## config.mk

```make
export PLATFORM = sky130hd
export DESIGN_NAME = instr_encoder
export DESIGN_NICKNAME = d
export VERILOG_FILES = /design/src/rtl/cpu_pkg.sv /design/src/rtl/instr_enc_fifo.sv /design/src/rtl/instr_encoder.sv
export SDC_FILE = /design/constraint.sdc
export NUM_CORES = 1
export LEC_CHECK = 0
export CORE_MARGIN = 2
export CORE_UTILIZATION = 53
export CTS_CLUSTER_DIAMETER = 50
export DETAILED_ROUTE_END_ITERATION = 10
export GPL_ROUTABILITY_DRIVEN = 0
export GPL_TIMING_DRIVEN = 0
export HOLD_SLACK_MARGIN = 0.15
export PLACE_DENSITY = 0.87
export SETUP_SLACK_MARGIN = 0.4
export SKIP_LAST_GASP = 1
export SLEW_MARGIN = 0
export SYNTH_ARGS = -nofsm -noshare
export SYNTH_HDL_FRONTEND = slang
export SYNTH_SLANG_ARGS = --single-unit
```

## constraint.sdc

```tcl
create_clock -name clk -period 6.9 [get_ports clk]
set_clock_uncertainty 0.2 [all_clocks]
set_input_delay 0.69 -clock clk [delete_from_list [all_inputs] [get_ports clk]]
set_output_delay 0.69 -clock clk [all_outputs]
set_load 0.05 [all_outputs]
```

## src/rtl/cpu_pkg.sv

```systemverilog
// Shared CPU definitions used by the immediate encoder.
// Contents: imm_src format codes, signed range limits per format, and the
// FIFO entry layout (instruction, error flag, address tag = 65 bits).
package cpu_pkg;

  localparam logic [1:0] IMM_I    = 2'b00;
  localparam logic [1:0] IMM_S    = 2'b01;
  localparam logic [1:0] IMM_B    = 2'b10;
  localparam logic [1:0] IMM_RSVD = 2'b11;

  // I and S share a 12-bit signed field; B is 13-bit signed with bit 0 implied zero
  localparam int signed IS_MIN = -2048;
  localparam int signed IS_MAX = 2047;
  localparam int signed B_MIN  = -4096;
  localparam int signed B_MAX  = 4094;

  typedef struct packed {
    logic [31:0] instr;
    logic        err;
    logic [31:0] addr;
  } enc_entry_t;

  localparam int ENC_W = $bits(enc_entry_t);

endpackage

```

## src/rtl/instr_enc_fifo.sv

```systemverilog
// Two-entry in-order FIFO with valid/ready on both sides.
// Ports: clk, rst (async, active-high), in_valid/in_ready/in_data (write side),
// out_valid/out_ready/out_data (read side, head shown combinationally).
// in_ready is purely not-full: a full FIFO refuses input even if popped that cycle.
module instr_enc_fifo #(
  parameter int W = 65
) (
  input  logic         clk,
  input  logic         rst,
  input  logic         in_valid,
  output logic         in_ready,
  input  logic [W-1:0] in_data,
  output logic         out_valid,
  input  logic         out_ready,
  output logic [W-1:0] out_data
);

  logic [1:0][W-1:0] mem;
  logic              wr_ptr, rd_ptr;
  logic [1:0]        count;
  logic              push, pop;

  assign in_ready  = (count != 2'd2);
  assign out_valid = (count != 2'd0);
  assign out_data  = mem[rd_ptr];
  assign push      = in_valid && in_ready;
  assign pop       = out_valid && out_ready;

  always_ff @(posedge clk or posedge rst) begin
    if (rst) begin
      mem    <= '0;
      wr_ptr <= 1'b0;
      rd_ptr <= 1'b0;
      count  <= 2'd0;
    end else begin
      if (push) begin
        mem[wr_ptr] <= in_data;
        wr_ptr      <= ~wr_ptr;
      end
      if (pop) rd_ptr <= ~rd_ptr;
      case ({push, pop})
        2'b10:   count <= count + 2'd1;
        2'b01:   count <= count - 2'd1;
        default: count <= count;
      endcase
    end
  end

endmodule

```

## src/rtl/instr_encoder.sv

```systemverilog
// RISC-V style immediate encoder: packs imm into base_instr per format
// (I/S/B), flags unrepresentable immediates, and queues results in a
// 2-entry FIFO with an address tag that advances by 4 per emitted word.
// Ports: clk, rst (async, active-high); in_valid/in_ready, imm_src, imm,
// base_instr (request); out_valid/out_ready, instr_out, out_err, out_addr.
// Optional feature macro: INSTR_ENC_RANGE_CHECK_EN enables out_err; without
// it out_err is tied to 0 and no range logic exists.
module instr_encoder
  import cpu_pkg::*;
#(
  parameter logic [31:0] ADDR_BASE = 32'h0000_0000
) (
  input  logic        clk,
  input  logic        rst,
  input  logic        in_valid,
  output logic        in_ready,
  input  logic [1:0]  imm_src,
  input  logic [31:0] imm,
  input  logic [31:0] base_instr,
  output logic        out_valid,
  input  logic        out_ready,
  output logic [31:0] instr_out,
  output logic        out_err,
  output logic [31:0] out_addr
);

  logic [31:0] enc;
  logic        enc_err;
  logic        rdy_q;
  logic [31:0] tag_q;
  logic        fifo_in_ready;
  logic        push;
  enc_entry_t  wr_e, rd_e;

  always_comb begin
    enc = base_instr;
    case (imm_src)
      IMM_I: enc[31:20] = imm[11:0];
      IMM_S: begin
        enc[31:25] = imm[11:5];
        enc[11:7]  = imm[4:0];
      end
      IMM_B: begin
        enc[31]    = imm[12];
        enc[30:25] = imm[10:5];
        enc[11:8]  = imm[4:1];
        enc[7]     = imm[11];
      end
      default: ;
    endcase
  end

`ifdef INSTR_ENC_RANGE_CHECK_EN
  always_comb begin
    case (imm_src)
      IMM_I, IMM_S: enc_err = ($signed(imm) < IS_MIN) || ($signed(imm) > IS_MAX);
      IMM_B:        enc_err = ($signed(imm) < B_MIN) || ($signed(imm) > B_MAX) || imm[0];
      default:      enc_err = 1'b1;
    endcase
  end
`else
  logic unused_imm_hi;
  assign unused_imm_hi = ^imm[31:13];
  assign enc_err       = 1'b0;
`endif

  // rdy_q keeps in_ready low through reset and lifts it on the first edge after release
  assign in_ready = rdy_q && fifo_in_ready;
  assign push     = in_valid && in_ready;

  // Tags are handed out at push time; since the FIFO is in-order and reset
  // clears both, this equals counting output transfers from ADDR_BASE.
  always_ff @(posedge clk or posedge rst) begin
    if (rst) begin
      rdy_q <= 1'b0;
      tag_q <= ADDR_BASE;
    end else begin
      rdy_q <= 1'b1;
      if (push) tag_q <= tag_q + 32'd4;
    end
  end

  assign wr_e = '{instr: enc, err: enc_err, addr: tag_q};

  instr_enc_fifo #(.W(ENC_W)) u_fifo (
    .clk       (clk),
    .rst       (rst),
    .in_valid  (push),
    .in_ready  (fifo_in_ready),
    .in_data   (wr_e),
    .out_valid (out_valid),
    .out_ready (out_ready),
    .out_data  (rd_e)
  );

  assign instr_out = rd_e.instr;
  assign out_err   = rd_e.err;
  // When empty, show the tag the next word will carry
  assign out_addr  = out_valid ? rd_e.addr : tag_q;

endmodule
```

# Yosys cells after proc, flatten, opt, wreduce, memory -nomap -nowiden

Index checks and enable logic that the tools add are counted.

$add $sub $neg: 3
Multipliers: 0
Div/mod/pow operators: 0
Order comparisons: 3
Equality and inequality tests: 5
Shifts and indexed selects: 0
Muxes and demuxes: 10
Bitwise gates (word level): 2
Reductions and logical operators: 9

Operator list:

| operator                | number |
|---|---|
| $mux W65                | 3 |
| $bwmux W130             | 1 |
| $demux W65 S1           | 1 |
| $add A32 B3 Y32 const B | 1 |
| $mux W32                | 1 |
| $pmux W7 S2             | 1 |
| $pmux W5 S2             | 1 |
| $logic_and A1 B1 Y1     | 5 |
| $mux W5                 | 1 |
| $eq A2 B1 Y1 const B    | 2 |
| $eq A2 B2 Y1 const B    | 2 |
| $lt A1 B2 Y1 const B    | 2 |
| $pmux W2 S2             | 1 |
| $reduce_bool A2 Y1      | 2 |
| $add A2 B1 Y2 const B   | 1 |
| $logic_not A2 Y1        | 1 |
| $ne A2 B2 Y1 const B    | 1 |
| $not A1 Y1              | 2 |
| $reduce_or A2 Y1        | 1 |
| $sub A2 B1 Y2 const B   | 1 |
| $ge A1 B1 Y1 const B    | 1 |

Bits in registers: 167
Bits in latches: 0
Memory bits (writable): 0
Bits in read-only memories: 0
Output and inout bits: 67
Logic and storage cells: 39
Memories: 0

# Logic depth before layout (Yosys ltp)

Depth after elaboration: 6
Depth in mapped cells: 8

# By module

A second synthesis with hierarchy kept.

Cell total of the unflattened synthesis: 570
Area, all modules: 8,164.1 um2

By module, submodules not included:

| module         | times used | cells each | area each (um2) | seq. area each (um2) |
|---|---|---|---|---|
| instr_enc_fifo | 1          | 364        | 6,080.8         | 3,353.2 |
| instr_encoder  | 1          | 206        | 2,083.2         | 775.7 |

# Worst setup path after synthesis

Ideal clock, no wire load.

Path type: register -> output
Start: register u_fifo.count[0]
End: output port out_addr[22]
Arrival time: 2,123 ps
Slack: 3,887 ps
Cell stages (with the launch flop): 5
Path buffers: 2
Cells stage by stage: dfrtp_1 -> or2_2 -> clkbuf_1 -> clkbuf_1 -> a21oi_1

Cells in the longest elaborated chain, start to end: 2

Ends and longest elaborated chain:

| element                | line                 | text |
|---|---|---|
| from (decl)            | instr_enc_fifo.sv:20 | `logic [1:0] count;` |
| from (signal assigned) | instr_enc_fifo.sv:42 | `2'b10: count <= count + 2'd1;` |
| from (signal assigned) | instr_enc_fifo.sv:43 | `2'b01: count <= count - 2'd1;` |
| from (signal assigned) | instr_enc_fifo.sv:44 | `default: count <= count;` |
| $reduce_bool A2 Y1     | instr_enc_fifo.sv:24 | `assign out_valid = (count != 2'd0);` |
| named net out_valid    | instr_encoder.sv:20  | `output logic out_valid,` |
| $mux W32               | instr_encoder.sv:99  | `assign out_addr = out_valid ? rd_e.addr : tag_q;` |
| to (decl)              | instr_encoder.sv:24  | `output logic [31:0] out_addr` |

The timed path passes the listed nets, and every way through them passes these cells.

# Worst setup path in the final report

Start: register u_fifo.rd_ptr
End: output port out_addr[7]

Cells in the longest elaborated chain, start to end: 3

Ends and longest elaborated chain:

| element                                     | line                 | text |
|---|---|---|
| from (decl)                                 | instr_enc_fifo.sv:19 | `logic wr_ptr, rd_ptr;` |
| from (signal assigned)                      | instr_enc_fifo.sv:40 | `if (pop) rd_ptr <= ~rd_ptr;` |
| $mux W65 (implied by the code) (2 in a row) | instr_enc_fifo.sv:25 | `assign out_data = mem[rd_ptr];` |
| $mux W32                                    | instr_encoder.sv:99  |  |

No other way between the ends. The select of a mux whose other input is x is not followed.

==> flow_summary.json <==
{
  "drc": 0,
  "cts-root-buf": "clkbuf_16",
  "final_area_um2": 9490,
  "synth_area_leaders": "dfrtp_1 (53%), mux2_2 (13%), nand2_1 (8.8%), mux2i_1 (4.1%), xnor2_1 (3.0%)",
  "cts_resized": 0,
  "setup.worst_path.start_class": "register",
  "antenna_found_initial": 0,
  "dr.pass1.iters": 4,
  "area.growth.synth_to_final_pct": 26.6,
  "rows": 43,
  "drt_iter0_drc": 365,
  "antenna-diode-count": 0,
  "yosysUniqueCellTypes": 34,
  "ys_ff_latch": 159,
  "critical_path.endpoint_type": "output port",
  "grtUsageTotal_pct": 23.6,
  "critPathMaxFanout": 10,
  "hold_viol": 0,
  "fin_crit_sh_pct": 55.8,
  "yosysTopAreaCell": "dfrtp_1",
  "port_buffers": 114,
  "hp-class": "reg -> reg",
  "synth-main-ff-cell": "dfrtp_1",
  "die_area_um2": 15100,
  "synth_top_area_share_pct": 53.1,
  "viasPerCell": 5.48,
  "hold_buffers": 0,
  "dpl.hpwl_um": 11600,
  "fmax_mhz": 260,
  "tightest_slew_ns": 0.892,
  "start_util_pct": 54.2,
  "synthTopCellsByCount": "nand2_1 (175), dfrtp_1 (159), mux2_2 (88)",
  "finalSetupViolations": 0,
  "cts.clk_slew.worst_paths_ns": 0.06,
  "rsz0062_at_grt": "false",
  "multi_input_area_um2": 3260,
  "synth_warnings": 0,
  "total_power_mw": 4.63,
  "insertion_delay_ns": 0.42,
  "grt_max_degree": 82,
  "ant_nets": 0,
  "coreArea_um2": 13800,
  "grt_pass1_vias": 5616,
  "irDropWorstVdd_v": 0.000272,
  "cp.arrival_ns": 2.96,
  "utilization_pct": 68.6,
  "r2r_slack_ns": 4.74,
  "cap_viol_max_count": 0,
  "wirelength_um": 17200,
  "tritoncts": "built",
  "outcome": "finished clean",
  "seq_area_frac_synth_pct": 53.1,
  "grt_overflow": 0,
  "synth_most_common_cell": "nand2_1",
  "drive_gt1_share_pct": 16.5,
  "synth_edf_count": 0,
  "reg2reg_depth": 5,
  "cts.sinks": 159,
  "slew_headroom_pct": 40.6,
  "async_flop_share_pct": 100,
  "clk_path_buf_depth": 2,
  "synth_cells": 713,
  "die_x_um": 123,
  "cts_buffers": 17,
  "nFillCells": 1016,
  "wl_per_cell_um": 16.6,
  "postCtsSetupBuffers": 0,
  "syn_avg_cell_area_um2": 10.5,
  "ios": 137,
  "die_h_um": 123,
  "hold_depth": 2,
  "cp.required_ns": 6.01,
  "fin_setup_tns_ns": 0,
  "grt_pass1_wl_um": 27500,
  "postPlaceCellArea_um2": 8900,
  "period_minus_slack_ns": 3.85,
  "htreeDepth": 4,
  "vias": 5694,
  "power_density_nw_per_um2": 488,
  "p_leak_nw": 4.47,
  "synth_area_um2": 7500,
  "crit_type": "reg -> out",
  "finalMaxSlewViolations": 0,
  "fin_nets": 925,
  "regArea_um2": 3980
}
power breakdown:
part	switching, mW	internal [mW]
Combinational	1.53	0.851
Clock	0.351	0.591
Sequential	0.143	1.17
logic make-up after synthesis:
| family | synth area share (%) |
|---|---|
| AO/OA/AOI/OAI | 4.64 |
| XOR/XNOR | 3.97 |
| flip-flops | 53.1 |
| adder cells (fa/ha/maj) | 1.00 |
| AND/OR/NAND/NOR | 16.0 |
| multiplexers | 17.7 |
| buffers and inverters | 3.60 |
| other | 0.100 |
area by class of cell:
class,instances,area share [%]
clock inverter,7,1.16
multi-input combinational,503,34.3
buffer,48,2.65
sequential,159,41.9
inverter,5,0.250
clock buffer,23,5.04
timing repair buffer,115,12.3
tap,180,2.37
cell usage in the layout, fill, tap and decap left out, types with 4 or more instances in the layout:
cell / Yosys / routed
xnor2_1: 26 / 26
o21ai_0: 14 / 14
and4_1: 7 / 7
clkinv_2: 0 / 4
nand3_1: 10 / 10
inv_1: 5 / 4
clkbuf_16: 0 / 17
clkdlybuf4s50_1: 0 / 114
nor2b_1: 5 / 5
buf_6: 5 / 5
a31oi_1: 4 / 4
dfrtp_1: 159 / 159
buf_2: 6 / 6
nor2_1: 44 / 44
ha_1: 6 / 6
mux2_2: 88 / 88
xor2_1: 8 / 8
nand2_1: 175 / 175
buf_4: 7 / 7
clkbuf_1: 24 / 27
conb_1: 2 / 4
buf_1: 6 / 6
a22oi_1: 7 / 7
a21oi_1: 40 / 40
mux2i_1: 31 / 31
and3_1: 5 / 5
nand4_1: 12 / 12
state kept, by name (all words and copies together) (netlist names):
register       count
u_fifo.count       2
tag_q             30
u_fifo.rd_ptr      1
u_fifo.wr_ptr      1
u_fifo.mem       124
rdy_q              1
worst paths after layout:
kind                                   end            start
max reg2reg                  u_fifo.mem[6]  u_fifo.count[1]
min                        u_fifo.mem[122]  u_fifo.mem[122]
min in group asynchronous  u_fifo.mem[110]              rst
max in group asynchronous  u_fifo.mem[106]              rst
min reg2reg                u_fifo.mem[122]  u_fifo.mem[122]
max                            out_addr[7]    u_fifo.rd_ptr
per-layer routing:
| layer | global-route usage, % | up-vias | share of wire, % |
|---|---|---|---|
| met5 | 0 | - | 0 |
| li1 | - | 2672 | - |
| met2 | 38.5 | 150 | 49 |
| met3 | 4.80 | 28 | 5.7 |
| met4 | 8.41 | 0 | 1.8 |
| met1 | 31.6 | 2844 | 44 |
per-stage QoR:
| step | setup slack (ns) | instances | hold WS (ns) |
|---|---|---|---|
| 2_1_floorplan | 1.72 | 715 | 0.240 |
| 3_3_place_gp | -0.269 | 1009 | 0.253 |
| 3_5_place_dp | 3.50 | 1010 | 0.258 |
| 4_1_cts | 3.01 | 1040 | 0.274 |
| 5_1_grt | 2.91 | 1040 | 0.293 |
| 6_report | 3.05 | 1040 | 0.273 |
worst max-delay path, stage by stage (launching register included):
cell and delay (ns):
dfrtp_1 0.31, buf_2 0.24, buf_1 0.71, mux2i_1 0.19
a21oi_1 0.25, clkdlybuf4s50_1 0.84
(Power assumes the default switching activity.)
